**src/rtl/lut_pkg.sv**
```systemverilog
// Shared types and default sizes for the LUT reader/loader pair.
// Defaults here must match the embedding datapath's LUT geometry.
package lut_pkg;

   typedef enum logic [1:0] {
      IDLE   = 2'd0,
      LOAD   = 2'd1,
      LOADED = 2'd2
   } lut_state_t;

   localparam int LUT_DATA_WIDTH = 8;
   localparam int LUT_DATA_DEPTH = 16;

endpackage

```
**src/rtl/lut_regfile.sv**
```systemverilog
// DATA_DEPTH x DATA_WIDTH register file: synchronous write, 1-cycle registered read
// (read-before-write on same address), synchronous active-low clear of all entries.
module lut_regfile #(
   parameter  int DATA_WIDTH = 8,
   parameter  int DATA_DEPTH = 16,
   localparam int ADDR_WIDTH = $clog2(DATA_DEPTH)
) (
   input  logic                  clk,
   input  logic                  clr_n,
   input  logic                  we,
   input  logic [ADDR_WIDTH-1:0] waddr,
   input  logic [DATA_WIDTH-1:0] wdata,
   input  logic [ADDR_WIDTH-1:0] raddr,
   output logic [DATA_WIDTH-1:0] rdata
);

   logic [DATA_WIDTH-1:0] r_mem [DATA_DEPTH];
   logic                  w_raddr_ok;

   // Non-power-of-two depths leave holes in the address space that must read as 0.
   assign w_raddr_ok = (32'(raddr) < DATA_DEPTH);

   always_ff @(posedge clk) begin
      if (!clr_n) begin
         for (int i = 0; i < DATA_DEPTH; i++) begin
            r_mem[i] <= '0;
         end
         rdata <= '0;
      end else begin
         if (we) begin
            r_mem[waddr] <= wdata;
         end
         rdata <= w_raddr_ok ? r_mem[raddr] : '0;
      end
   end

endmodule

```
**src/rtl/lut_loader.sv**
```systemverilog
// Streams DATA_DEPTH words (valid/ready, 1 word/cycle, stalls freely on in_valid) into a LUT,
// then serves 1-cycle registered reads. Optional LUT_LOADER_CHECKSUM_EN adds a 16-bit sum of the load.
module lut_loader
   import lut_pkg::*;
#(
   parameter  int DATA_WIDTH = LUT_DATA_WIDTH,
   parameter  int DATA_DEPTH = LUT_DATA_DEPTH,
   localparam int ADDR_WIDTH = $clog2(DATA_DEPTH)
) (
   input  logic                  clk,
   input  logic                  rst_n,
   input  logic                  start,
   input  logic [DATA_WIDTH-1:0] in_data,
   input  logic                  in_valid,
   output logic                  in_ready,
   output logic                  done,
   output logic                  loaded,
   input  logic [ADDR_WIDTH-1:0] rd_addr,
`ifdef LUT_LOADER_CHECKSUM_EN
   output logic [15:0]           checksum,
`endif
   output logic [DATA_WIDTH-1:0] rd_data
);

   localparam logic [ADDR_WIDTH-1:0] LAST_ADDR = ADDR_WIDTH'(DATA_DEPTH - 1);

   lut_state_t            r_state;
   lut_state_t            w_next_state;
   logic [ADDR_WIDTH-1:0] r_wr_addr;
   logic                  w_beat;
   logic                  w_last;
   logic                  w_enter_load;

   always_ff @(posedge clk) begin
      if (!rst_n) begin
         r_state <= IDLE;
      end else begin
         r_state <= w_next_state;
      end
   end

   always_comb begin
      w_next_state = r_state;
      in_ready     = 1'b0;
      loaded       = 1'b0;
      w_enter_load = 1'b0;
      case (r_state)
         IDLE: begin
            if (start) begin
               w_next_state = LOAD;
               w_enter_load = 1'b1;
            end
         end
         LOAD: begin
            in_ready = 1'b1;
            if (in_valid && (r_wr_addr == LAST_ADDR)) begin
               w_next_state = LOADED;
            end
         end
         LOADED: begin
            loaded = 1'b1;
            if (start) begin
               w_next_state = LOAD;
               w_enter_load = 1'b1;
            end
         end
         default: begin
            w_next_state = IDLE;
         end
      endcase
   end

   assign w_beat = in_valid && in_ready;
   assign w_last = (r_wr_addr == LAST_ADDR);
   assign done   = w_beat && w_last;

   // The final beat leaves the address parked at the last entry; it never wraps.
   always_ff @(posedge clk) begin
      if (!rst_n) begin
         r_wr_addr <= '0;
      end else if (w_enter_load) begin
         r_wr_addr <= '0;
      end else if (w_beat && !w_last) begin
         r_wr_addr <= r_wr_addr + 1'b1;
      end
   end

`ifdef LUT_LOADER_CHECKSUM_EN
   logic [15:0] r_checksum;

   always_ff @(posedge clk) begin
      if (!rst_n) begin
         r_checksum <= '0;
      end else if (w_enter_load) begin
         r_checksum <= '0;
      end else if (w_beat) begin
         r_checksum <= r_checksum + 16'(in_data);
      end
   end

   assign checksum = r_checksum;
`endif

   lut_regfile #(
      .DATA_WIDTH (DATA_WIDTH),
      .DATA_DEPTH (DATA_DEPTH)
   ) u_regfile (
      .clk   (clk),
      .clr_n (rst_n),
      .we    (w_beat),
      .waddr (r_wr_addr),
      .wdata (in_data),
      .raddr (rd_addr),
      .rdata (rd_data)
   );

endmodule

```
**config.mk**
```make
export PLATFORM = sky130hd
export DESIGN_NAME = lut_loader
export DESIGN_NICKNAME = d
export VERILOG_FILES = /design/src/rtl/lut_pkg.sv /design/src/rtl/lut_regfile.sv /design/src/rtl/lut_loader.sv
export SDC_FILE = /design/constraint.sdc
export NUM_CORES = 1
export LEC_CHECK = 0
export CAP_MARGIN = 20
export CELL_PAD_IN_SITES_DETAIL_PLACEMENT = 2
export CELL_PAD_IN_SITES_GLOBAL_PLACEMENT = 2
export CORE_ASPECT_RATIO = 1.2
export CORE_MARGIN = 2
export CORE_UTILIZATION = 49
export DETAILED_ROUTE_END_ITERATION = 10
export DONT_BUFFER_PORTS = 1
export HOLD_SLACK_MARGIN = 0.08
export PLACE_DENSITY_LB_ADDON = 0.12
export SLEW_MARGIN = 40
export SYNTH_ARGS = -nofsm -noshare
export SYNTH_HDL_FRONTEND = slang
export SYNTH_SLANG_ARGS = --single-unit
```
**constraint.sdc**
```tcl
create_clock -name clk -period 4.5 [get_ports clk]
set_input_delay 0.675 -clock clk [delete_from_list [all_inputs] [get_ports clk]]
set_output_delay 0.675 -clock clk [all_outputs]
set_load 0.02 [all_outputs]
```
# == After elaboration in Yosys (flattened, before gate mapping) ==
# Memories as Yosys holds them, arrays and structs flattened. A register that Yosys moved wholly into a read port is not among the register bits.
# Cells that the tools add are included.
# op_classes
n_reduce_logical,11
bitwise_logic,1
muxes,14
eq_ne,5
addsub,1
# ops
op,n
1-bit 2-to-1 mux,9
8-bit 2-to-1 mux,1
8-bit OR reduction,1
"4-bit by 1-bit adder with 4-bit output, second input constant",1
"4-bit == test, second input constant",1
1-bit logical AND,4
2-bit 2-to-1 mux,2
4-bit 2-to-1 mux,1
2-bit case mux with 2 select lines,1
2-bit OR reduction,2
"2-bit by 1-bit == test with 1-bit output, second input constant",1
"2-bit == test, second input constant",1
1-bit logical NOT,2
2-bit logical NOT,1
"2-bit by 1-bit != test with 1-bit output, second input constant",1
"2-bit != test, second input constant",1
2-bit AND reduction,1
1-bit inverter,1
# word_totals
register_bits,6
mem_count,1
output_inout_bits,11
mem_bits_rw,128
# mem_list
memory,words,word_bits,read_ports,rd_ports_with_merged_regs,write_ports,line,source
u_regfile.r_mem,16,8,1,1,16,lut_regfile.sv:17,logic [DATA_WIDTH-1:0] r_mem [DATA_DEPTH];

# == Depth between registers and ports, before layout ==
# Gate-level depths: netlist (run 1).
# depth
ltp_word,8
mapped_depth,7
depth_no_buf,5

# == Modules after synthesis ==
# A second synthesis (run 1) with hierarchy kept.
# unflattened
cells_unflattened,477
area_unflattened_um2,6522.5
# by_module_without_submodules
mod,n_inst,cells_per_inst,area_per_inst_um2
lut_regfile,1,444,6219.7
lut_loader,1,33,302.8

# == Least setup slack after synthesis (run 1) ==
# Ideal clock, no wire load.
# synth_path
kind,input-to-reg
startpoint,input rst_n
endpoint,"memory u_regfile.r_mem[10][0], enable pin"
t_arrival_ns,1.751
setup_slack_ns,2.365
path_buffers,0
required_time_ns,4.116
stages,3
path_cell_list,and4b_1 > nand2_2 > o21ai_0
# synth_rtl
element,line,source
"start, declared",lut_loader.sv:11,"input logic rst_n,"
"end, declared",lut_regfile.sv:17,

# == Final worst setup path (run 1) ==
# layout_path
startpoint,register r_wr_addr[1]
endpoint,output done
# layout_via
elab_chain_len,2
# layout_lines
element,line,source
"start, declared",lut_loader.sv:29,logic [ADDR_WIDTH-1:0] r_wr_addr;
"start signal, assigned",lut_loader.sv:84,r_wr_addr <= r_wr_addr + 1'b1;
4-bit == test,lut_loader.sv:74,assign w_last = (r_wr_addr == LAST_ADDR);
1-bit logical AND,lut_loader.sv:75,assign done = w_beat && w_last;
"end, declared",lut_loader.sv:16,"output logic done,"
# Every way passes these cells.

==> results_dict.tcl, run 1 <==
set metrics [dict create \
    drc 0 \
    rr_endpoint "u_regfile.r_mem[3][6]$_SDFFCE_PN0P_" \
    min_period_over_period 0.586 \
    finClkSkew_ns 0.00910 \
    ctsResizeCount 0 \
    drt-initial-drc-count 281 \
    multi_input_area_um2 2300 \
    gr-usage-met2 0.474 \
    path_max_fanout 11 \
    yosysUniqueCellTypes 34 \
    worstHoldEndpoint "r_state[1]$_SDFFE_PN0P_" \
    synth_area_leader_cell "edfxtp_1" \
    netlist_top_cells_area "edfxtp_1 (58%), and2_1 (11%), mux2i_1 (8.6%)" \
    crit_arrival_ns 1.96 \
    power.switching_uw 671 \
    cts_inserted_buffers 17 \
    netlist_area_um2 6630 \
    vias 3927 \
    rsz0062_at_grt "false" \
    first_global_vias 4434 \
    nNetsFinal 501 \
    synth_cells 489 \
    synth_commonest_cells "edfxtp_1 (128), and2_1 (121), mux2i_1 (57)" \
    intPower_mw 2.45 \
    hold_viol 0 \
    path_class "reg2out" \
    fp.coreArea_um2 13200 \
    ff_latch_area_um2 4120 \
    cts-hold-fix-buffers 0 \
    ys_seq_elements 142 \
    portBuffers 0 \
    grt.met1_usage 0.350 \
    max_freq_mhz 379 \
    worst_slew_pin_slew_ns 0.765 \
    ys_seq_area_frac 0.622 \
    cts-htree-levels 4 \
    whs_path_depth 1 \
    grt_usage 0.286 \
    fp-row-count 46 \
    slew_violations 0 \
    p_comb_frac 0.043 \
    clkSinkCount 142 \
    power_frac_seq 0.486 \
    holdCritStartpoint "rst_n" \
    required_ns 3.83 \
    yosysWarnings 0 \
    ys.flop_type "edfxtp_1" \
    grt_overflow 0 \
    grt.busiest_layer "met2" \
    clkLatencyLatePin_ns 0.43 \
    ioPinCount 27 \
    die-height_um 131 \
    grt_max_degree 61 \
    slew_headroom 0.487 \
    power.total_mw 3.12 \
    reg2reg_depth 5 \
    grt_pass1_wl_um 28500 \
    avgViaCountPerCell 5.93 \
    post-dp-hpwl_um 12300 \
    min_path_type "in2reg" \
    syn_to_final_growth_pct 9.32 \
    syn-num-nets 509 \
    drive_gt1_frac 0.101 \
    final.min_clock_period_ns 2.64 \
    clockPowerShare 0.471 \
    rrSetupSlack_ns 2.22 \
    firstDrtPassIters 4 \
    maxCapViolations 0 \
    drt-wirelength-per-cell_um 29.1 \
    leakagePower_nw 2.76 \
    syn_avg_cell_area_um2 13.6 \
    cp-start-kind "flip-flop" \
    ant_nets 0 \
    finalWeightedCongestion 0.785 \
    post_cts_buffers 0 \
    synth_edf_count 128 \
    peakVddDrop_v 0.000280 \
    antenna_found_initial 0 \
    clockBufferDepth 2 \
    crit_path_end_kind "primary output" \
    totalWireLength_um 19200 \
    p_per_area_nw_per_um2 430 \
    yosys.area.top_type_share 0.580 \
    clockRootBuffer "clkbuf_16" \
    diodes 0 \
    synthMostInstantiatedCell "edfxtp_1" \
    start_util 0.501 \
    dieArea_um2 14500 \
    fillers 1216 \
    fin_setup_tns_ns 0 \
    cts_tree "yes" \
    fp.dieW_um 110 \
    switching_share 0.215 \
    setup_viol 0 \
    synthArstFlopShare 0 \
    cts.clk_slew.worst_paths_ns 0.06 \
    worstReg2RegStart "r_wr_addr[1]$_SDFFE_PP0P_" \
    grtUsageMet3 0.0551 \
    status "completed" \
]
-- per-stage QoR --
| stage | setup WS (ns) | utilization | cell area [µm²] | hold WS, ns | instances |
|---|---|---|---|---|---|
| after floorplan | 2.37 | - | 6630 | 0.532 | 489 |
| after global placement | 2.06 | 0.502 | 6640 | 0.581 | 630 |
| after detailed placement | 2.14 | 0.502 | 6650 | 0.637 | 630 |
| after CTS | 1.86 | 0.548 | 7250 | 0.359 | 662 |
| after global routing | 1.77 | 0.548 | 7250 | 0.370 | 662 |
| final | 1.86 | 0.548 | 7250 | 0.379 | 662 |
-- kinds of logic (layout without fill, tap and decap cells) --
kind of cell    count (synthesis)  in the layout  share of synthesized area
simple gates                  201            201                      0.188
flops                         142            142                      0.622
mux                            61             61                     0.0996
compound gates                 49             49                     0.0483
buf+inv                        30             35                     0.0325
fa+ha+maj                       4              4                    0.00755
xor+xnor                        2              2                    0.00264
-- critical path, stage by stage, from the launching register on --
cell and delay [ns]:
dfxtp_1 0.45, ha_1 0.25, and4b_1 0.28, and3_1 0.55
-- power by group through the flow --
stage | Combinational (mW) | Sequential, mW | Clock (mW)
5_1_grt | 0.145 | 1.52 | 1.52
3_3_place_gp | 0.124 | 1.54 | 0
4_1_cts | 0.136 | 1.52 | 1.48
6_report | 0.135 | 1.52 | 1.47
3_5_place_dp | 0.131 | 1.54 | 0
2_1_floorplan | 0.122 | 1.53 | 0
-- final cells by class --
| cell class | count | share of cell area |
|---|---|---|
| Sequential cell | 142 | 0.569 |
| Inverter | 2 | 0.00104 |
| Timing Repair Buffer | 1 | 0.00104 |
| Tap cell | 168 | 0.0290 |
| Clock buffer | 18 | 0.0592 |
| Multi-Input combinational cell | 317 | 0.317 |
| Clock inverter | 14 | 0.0240 |
-- layer usage --
metal	vias up	wire, µm
met4	0	837
met2	116	9990
met1	2014	7700
li1	1757	-
met5	-	0
met3	40	712
-- cells in the final DEF, fill, tap and decap left out, drive strengths merged --
cell	instances
a21boi	1
a22oi	28
and2	121
and3	10
and4b	2
buf	1
bufinv	4
clkbuf	18
clkinv	9
clkinvlp	1
dfxtp	14
edfxtp	128
ha	4
inv	2
mux2i	57
mux4	4
nand2	17
nand2b	13
nand3	10
nand4	1
nor2	16
nor2b	6
nor3	4
nor3b	1
o21a	1
o21ai	19
xnor2	1
xor2	1
-- how the worst max path moves through the flow --
stage / start / end / cells past startpoint
3_5_place_dp: rst_n / u_regfile.r_mem[2][4]$_SDFFCE_PN0P_ / 4
2_1_floorplan: rst_n / u_regfile.r_mem[10][0]$_SDFFCE_PN0P_ / 3
4_1_cts: r_wr_addr[1]$_SDFFE_PP0P_ / done / 3
5_1_grt: r_wr_addr[1]$_SDFFE_PP0P_ / done / 3
3_3_place_gp: in_valid / u_regfile.r_mem[11][3]$_SDFFCE_PN0P_ / 3
6_report: r_wr_addr[1]$_SDFFE_PP0P_ / done / 3
-- flip-flops by register name (all words and copies together) (netlist names) --
register and cells:
u_regfile.rdata 8, r_wr_addr 4, u_regfile.r_mem 128, r_state 2
Power figures use the tool's default switching activity.
==> run 2, diff against run 1 <==
Settings changed: CORE_UTILIZATION 49 to 41.
Clock period 4.5 ns to 2.2 ns, I/O delays scaled along.
==> results_dict.tcl, run 2 (synthesized netlist as in run 1, its figures left out) <==
set metrics [dict create \
    slew_headroom 0.611 \
    final_cell_mix "edfxtp_1 (128), and2_1 (121), mux2i_1 (57)" \
    cts.clk_slew.worst_paths_ns 0.05 \
    rsz0062_at_grt "false" \
    clkSinkCount 142 \
    setup_viol 0 \
    status "completed" \
    syn_to_final_growth_pct 12.1 \
    die-height_um 143 \
    regMostFlops "u_regfile.r_mem" \
    dieArea_um2 17200 \
    post-dp-hpwl_um 12000 \
    required_ns 1.87 \
    fp.coreArea_um2 15700 \
    min_period_over_period 0.925 \
    totalWireLength_um 18000 \
    grt_max_degree 61 \
    portBuffers 0 \
    post_cts_buffers 0 \
    grt_pass1_wl_um 27400 \
    diodes 0 \
    leakagePower_nw 2.86 \
    start_util 0.422 \
    ant_nets 0 \
    maxCapViolations 0 \
    clkLatencyLatePin_ns 0.42 \
    dr_wl_met2_um 9710 \
    vias 3901 \
    cp-start-kind "flip-flop" \
    ff_latch_area_um2 4120 \
    hold_viol 0 \
    top_layer_used "met4" \
    wl_met1_um 7560 \
    clockBufferDepth 2 \
    avgViaCountPerCell 5.43 \
    pre_cts_ws_ns 0.111 \
    path_max_fanout 10 \
    min_path_type "in2reg" \
    worst_slew_pin_slew_ns 0.584 \
    drt-wirelength-per-cell_um 25.0 \
    multi_input_area_um2 2290 \
    cts_tree "yes" \
    fp.dieW_um 120 \
    fin_setup_tns_ns 0 \
    drt-initial-drc-count 199 \
    slew_violations 0 \
    final_common_cell "edfxtp_1" \
    crit_path_end_kind "primary output" \
    cts_inserted_buffers 17 \
    wl_met3_um 407 \
    nNetsFinal 518 \
    fin_ws_ns 0.166 \
    finalWeightedCongestion 0.783 \
    p_per_area_nw_per_um2 852 \
    fillers 1495 \
    first_global_vias 4375 \
    clockRootBuffer "clkbuf_16" \
    max_freq_mhz 492 \
    largest_registers "u_regfile.r_mem: 128 flops, u_regfile.rdata: 8 flops, r_wr_addr: 4 flops" \
    antenna_found_initial 0 \
    final.min_clock_period_ns 2.03 \
    drive_gt1_frac 0.135 \
    largest_register_ffs 128 \
    finClkSkew_ns 0.00999 \
    drc 0 \
    grt_usage 0.223 \
    cts-htree-levels 4 \
    path_class "reg2out" \
    peakVddDrop_v 0.000409 \
    grt_overflow 0 \
    fp-row-count 50 \
    crit_arrival_ns 1.70 \
    ioPinCount 27 \
    firstDrtPassIters 6 \
]
run 2: layout make-up:
class | instances | share of cell area
clock buffer | 21 | 0.0633
clock inverter | 11 | 0.0187
inverter | 2 | 0.00101
multi-input combinational | 317 | 0.309
sequential | 142 | 0.555
tap | 208 | 0.0350
timing repair buffer | 18 | 0.0185
run 2: per-stage QoR:
step,instances,utilization,cell area (µm²),power [mW],hold WS (ns)
2_1_floorplan,489,-,6630,3.38,0.512
3_3_place_gp,686,0.434,6810,3.41,0.457
3_5_place_dp,686,0.434,6810,3.43,0.459
4_1_cts,719,0.473,7430,6.37,0.0958
5_1_grt,719,0.473,7430,6.51,0.0955
6_report,719,0.473,7430,6.33,0.105
run 2: report_power, final:
part	internal, mW	switching [mW]
clock network	1.86	1.10
logic	0.115	0.168
registers	3.03	0.0559
total	5.01	1.32
run 2: worst max-delay path, cell delays in order (launching register included):
cell and delay [ns]:
dfxtp_1 0.38, ha_1 0.21, and4b_1 0.29, and3_1 0.20, buf_4 0.20
run 2: per-layer routing:
layer / GRT usage / up-vias
met3: 0.0381 / 23
met5: 0 / -
li1: - / 1787
met1: 0.267 / 2032
met4: 0.0712 / 0
met2: 0.407 / 59
run 2: worst paths after layout:
path                              from                                  end  slack (ns)  depth (start not counted)
max          r_wr_addr[1]$_SDFFE_PP0P_                                 done        0.17                          4
min                              start              r_state[0]$_SDFFE_PN0P_        0.10                          2
max reg2reg    r_state[0]$_SDFFE_PN0P_  u_regfile.r_mem[1][5]$_SDFFCE_PN0P_        0.22                          4
min reg2reg  r_wr_addr[1]$_SDFFE_PP0P_            r_wr_addr[1]$_SDFFE_PP0P_        0.58                          2
run 2: timing repair:
action                     CTS  global route
hold buffers                 1             0
setup endpoints to repair    0             8
hold endpoints to repair     2             0
resized for setup            0             1
==> run 3, diff against run 2 <==
Settings changed: PLACE_DENSITY from default to 0.77, PLACE_DENSITY_LB_ADDON 0.12 to default, SLEW_MARGIN 40 to 15.
==> results_dict.tcl, run 3 (synthesized netlist as in run 1, its figures left out) <==
set metrics [dict create \
    grt_usage 0.227 \
    crit_slowest_cell "nand2b_1" \
    cts_tree "yes" \
    start_util 0.422 \
    min_period_over_period 0.928 \
    min_path_type "in2reg" \
    placed_area_um2 6800 \
    crit_buf_inv 0 \
    drc 0 \
    firstDrtPassIters 4 \
    leakagePower_nw 2.83 \
    clockBufferDepth 2 \
    required_ns 2.27 \
    drt-initial-drc-count 231 \
    portBuffers 0 \
    final_cells 722 \
    grt_max_degree 61 \
    diodes 0 \
    path_max_fanout 9 \
    design_area_um2 7380 \
    finalWeightedCongestion 0.789 \
    drt-wirelength-per-cell_um 25.2 \
    fp-row-count 50 \
    dp.cells 685 \
    final_common_cell "edfxtp_1" \
    reg2reg_depth 4 \
    grt_pass1_wl_um 27500 \
    post-dp-hpwl_um 11900 \
    whs_path_depth 1 \
    fin_setup_tns_ns 0 \
    final_cell_mix "edfxtp_1 (128), and2_1 (121), mux2i_1 (57)" \
    grt_overflow 0 \
    die-height_um 143 \
    crit_chain "and4b_1 -> nand2_2 -> nor3_4 -> nand2b_1" \
    ioPinCount 27 \
    ant_nets 0 \
    holdCritStartpoint "in_data[3]" \
    finClkSkew_ns 0.0114 \
    status "completed" \
    totalWireLength_um 18200 \
    dieArea_um2 17200 \
    vias 3923 \
    crit_arrival_ns 2.11 \
    nNetsFinal 521 \
    p_per_area_nw_per_um2 815 \
    hold_viol 0 \
    crit_path_end_kind "flip-flop" \
    clockRootBuffer "clkbuf_16" \
    cts-htree-levels 4 \
    largest_registers "u_regfile.r_mem: 128 flops, u_regfile.rdata: 8 flops, r_wr_addr: 4 flops" \
    avgViaCountPerCell 5.43 \
    clkSinkCount 142 \
    maxCapViolations 0 \
    peakVddDrop_v 0.000656 \
    path_class "reg2reg" \
    largest_register_ffs 128 \
    setup_viol 0 \
    regMostFlops "u_regfile.r_mem" \
    worstReg2RegStart "r_state[0]$_SDFFE_PN0P_" \
    worst_slew_pin_slew_ns 0.739 \
    slew_headroom 0.508 \
    first_global_vias 4451 \
    cp-start-kind "flip-flop" \
    cp_top_family "simple AND/OR/NAND/NOR gates" \
    cp_slowest_stage_delay_ns 0.45 \
    cts_inserted_buffers 17 \
    cts.clk_slew.worst_paths_ns 0.06 \
    final.min_clock_period_ns 2.04 \
    clkLatencyLatePin_ns 0.43 \
    cp_num_cells 4 \
    fp.coreArea_um2 15700 \
    max_freq_mhz 490 \
    fp.dieW_um 120 \
    antenna_found_initial 0 \
    slew_violations 0 \
    syn_to_final_growth_pct 11.3 \
    cp-startpoint "r_state[0]$_SDFFE_PN0P_" \
    drive_gt1_frac 0.121 \
    rsz0062_at_grt "false" \
    holdWs_ns 0.0988 \
]
## run 3: changes by cell type in the layout (fill, tap and decap cells not counted)
cell	change
clkbuf_1	+8
clkinvlp_4	-1
clkinv_2	-2
clkbuf_8	+1
clkinv_4	-2
bufinv_16	-3
dlygate4sd3_1	+3
clkinv_1	-1
## run 3: timing repair
item                                    CTS  global route
hold endpoints to repair                  5             0
buffers inserted                          0             0
endpoints found under the setup margin    0             8
hold buffers                              4             0
resized for setup                         0             1
## run 3: final timing paths
check	end	slack, ns
max	u_regfile.r_mem[0][5]$_SDFFCE_PN0P_	0.16
min	u_regfile.r_mem[6][3]$_SDFFCE_PN0P_	0.1
max reg2reg	u_regfile.r_mem[0][5]$_SDFFCE_PN0P_	0.16
min reg2reg	r_wr_addr[1]$_SDFFE_PP0P_	0.60
## run 3: metrics by stage
step / setup WS [ns] / utilization / total power [mW]
detailed placement: 0.0692 / 0.433 / 3.44
global route: 0.0297 / 0.470 / 6.18
floorplan: 0.245 / - / 3.38
CTS: 0.0603 / 0.469 / 6.05
finish: 0.157 / 0.470 / 6.01
global placement: 0.269 / 0.433 / 3.41
## run 3: power by group
part           internal, mW  switching, mW  total [mW]
combinational         0.119          0.182       0.301
sequential             3.03         0.0581        3.09
clock                  1.56           1.06        2.62
## run 3: metal layers
layer	vias to the layer above	GRT usage	share of wire
met5	-	0	0
li1	1785	-	-
met1	2065	0.270	0.42
met4	0	0.0811	0.014
met3	18	0.0556	0.031
met2	55	0.401	0.53
## run 3: area by class of cell
| class | count | area (µm²) |
|---|---|---|
| fillers | 1517 | 8320 |
| flip-flops and latches | 142 | 4120 |
| multi-input cells | 317 | 2290 |
| clock buffers | 30 | 514 |
| well taps | 208 | 260 |
| repair buffers | 21 | 168 |
| clock inverters | 2 | 10.0 |
| inverters | 2 | 7.51 |
## run 3: worst reg2reg max path, cell delays in order, from the launching register on
cell      delay, ns
dfxtp_1        0.38
and4b_1        0.30
nand2_2        0.20
nor3_4         0.35
nand2b_1       0.46
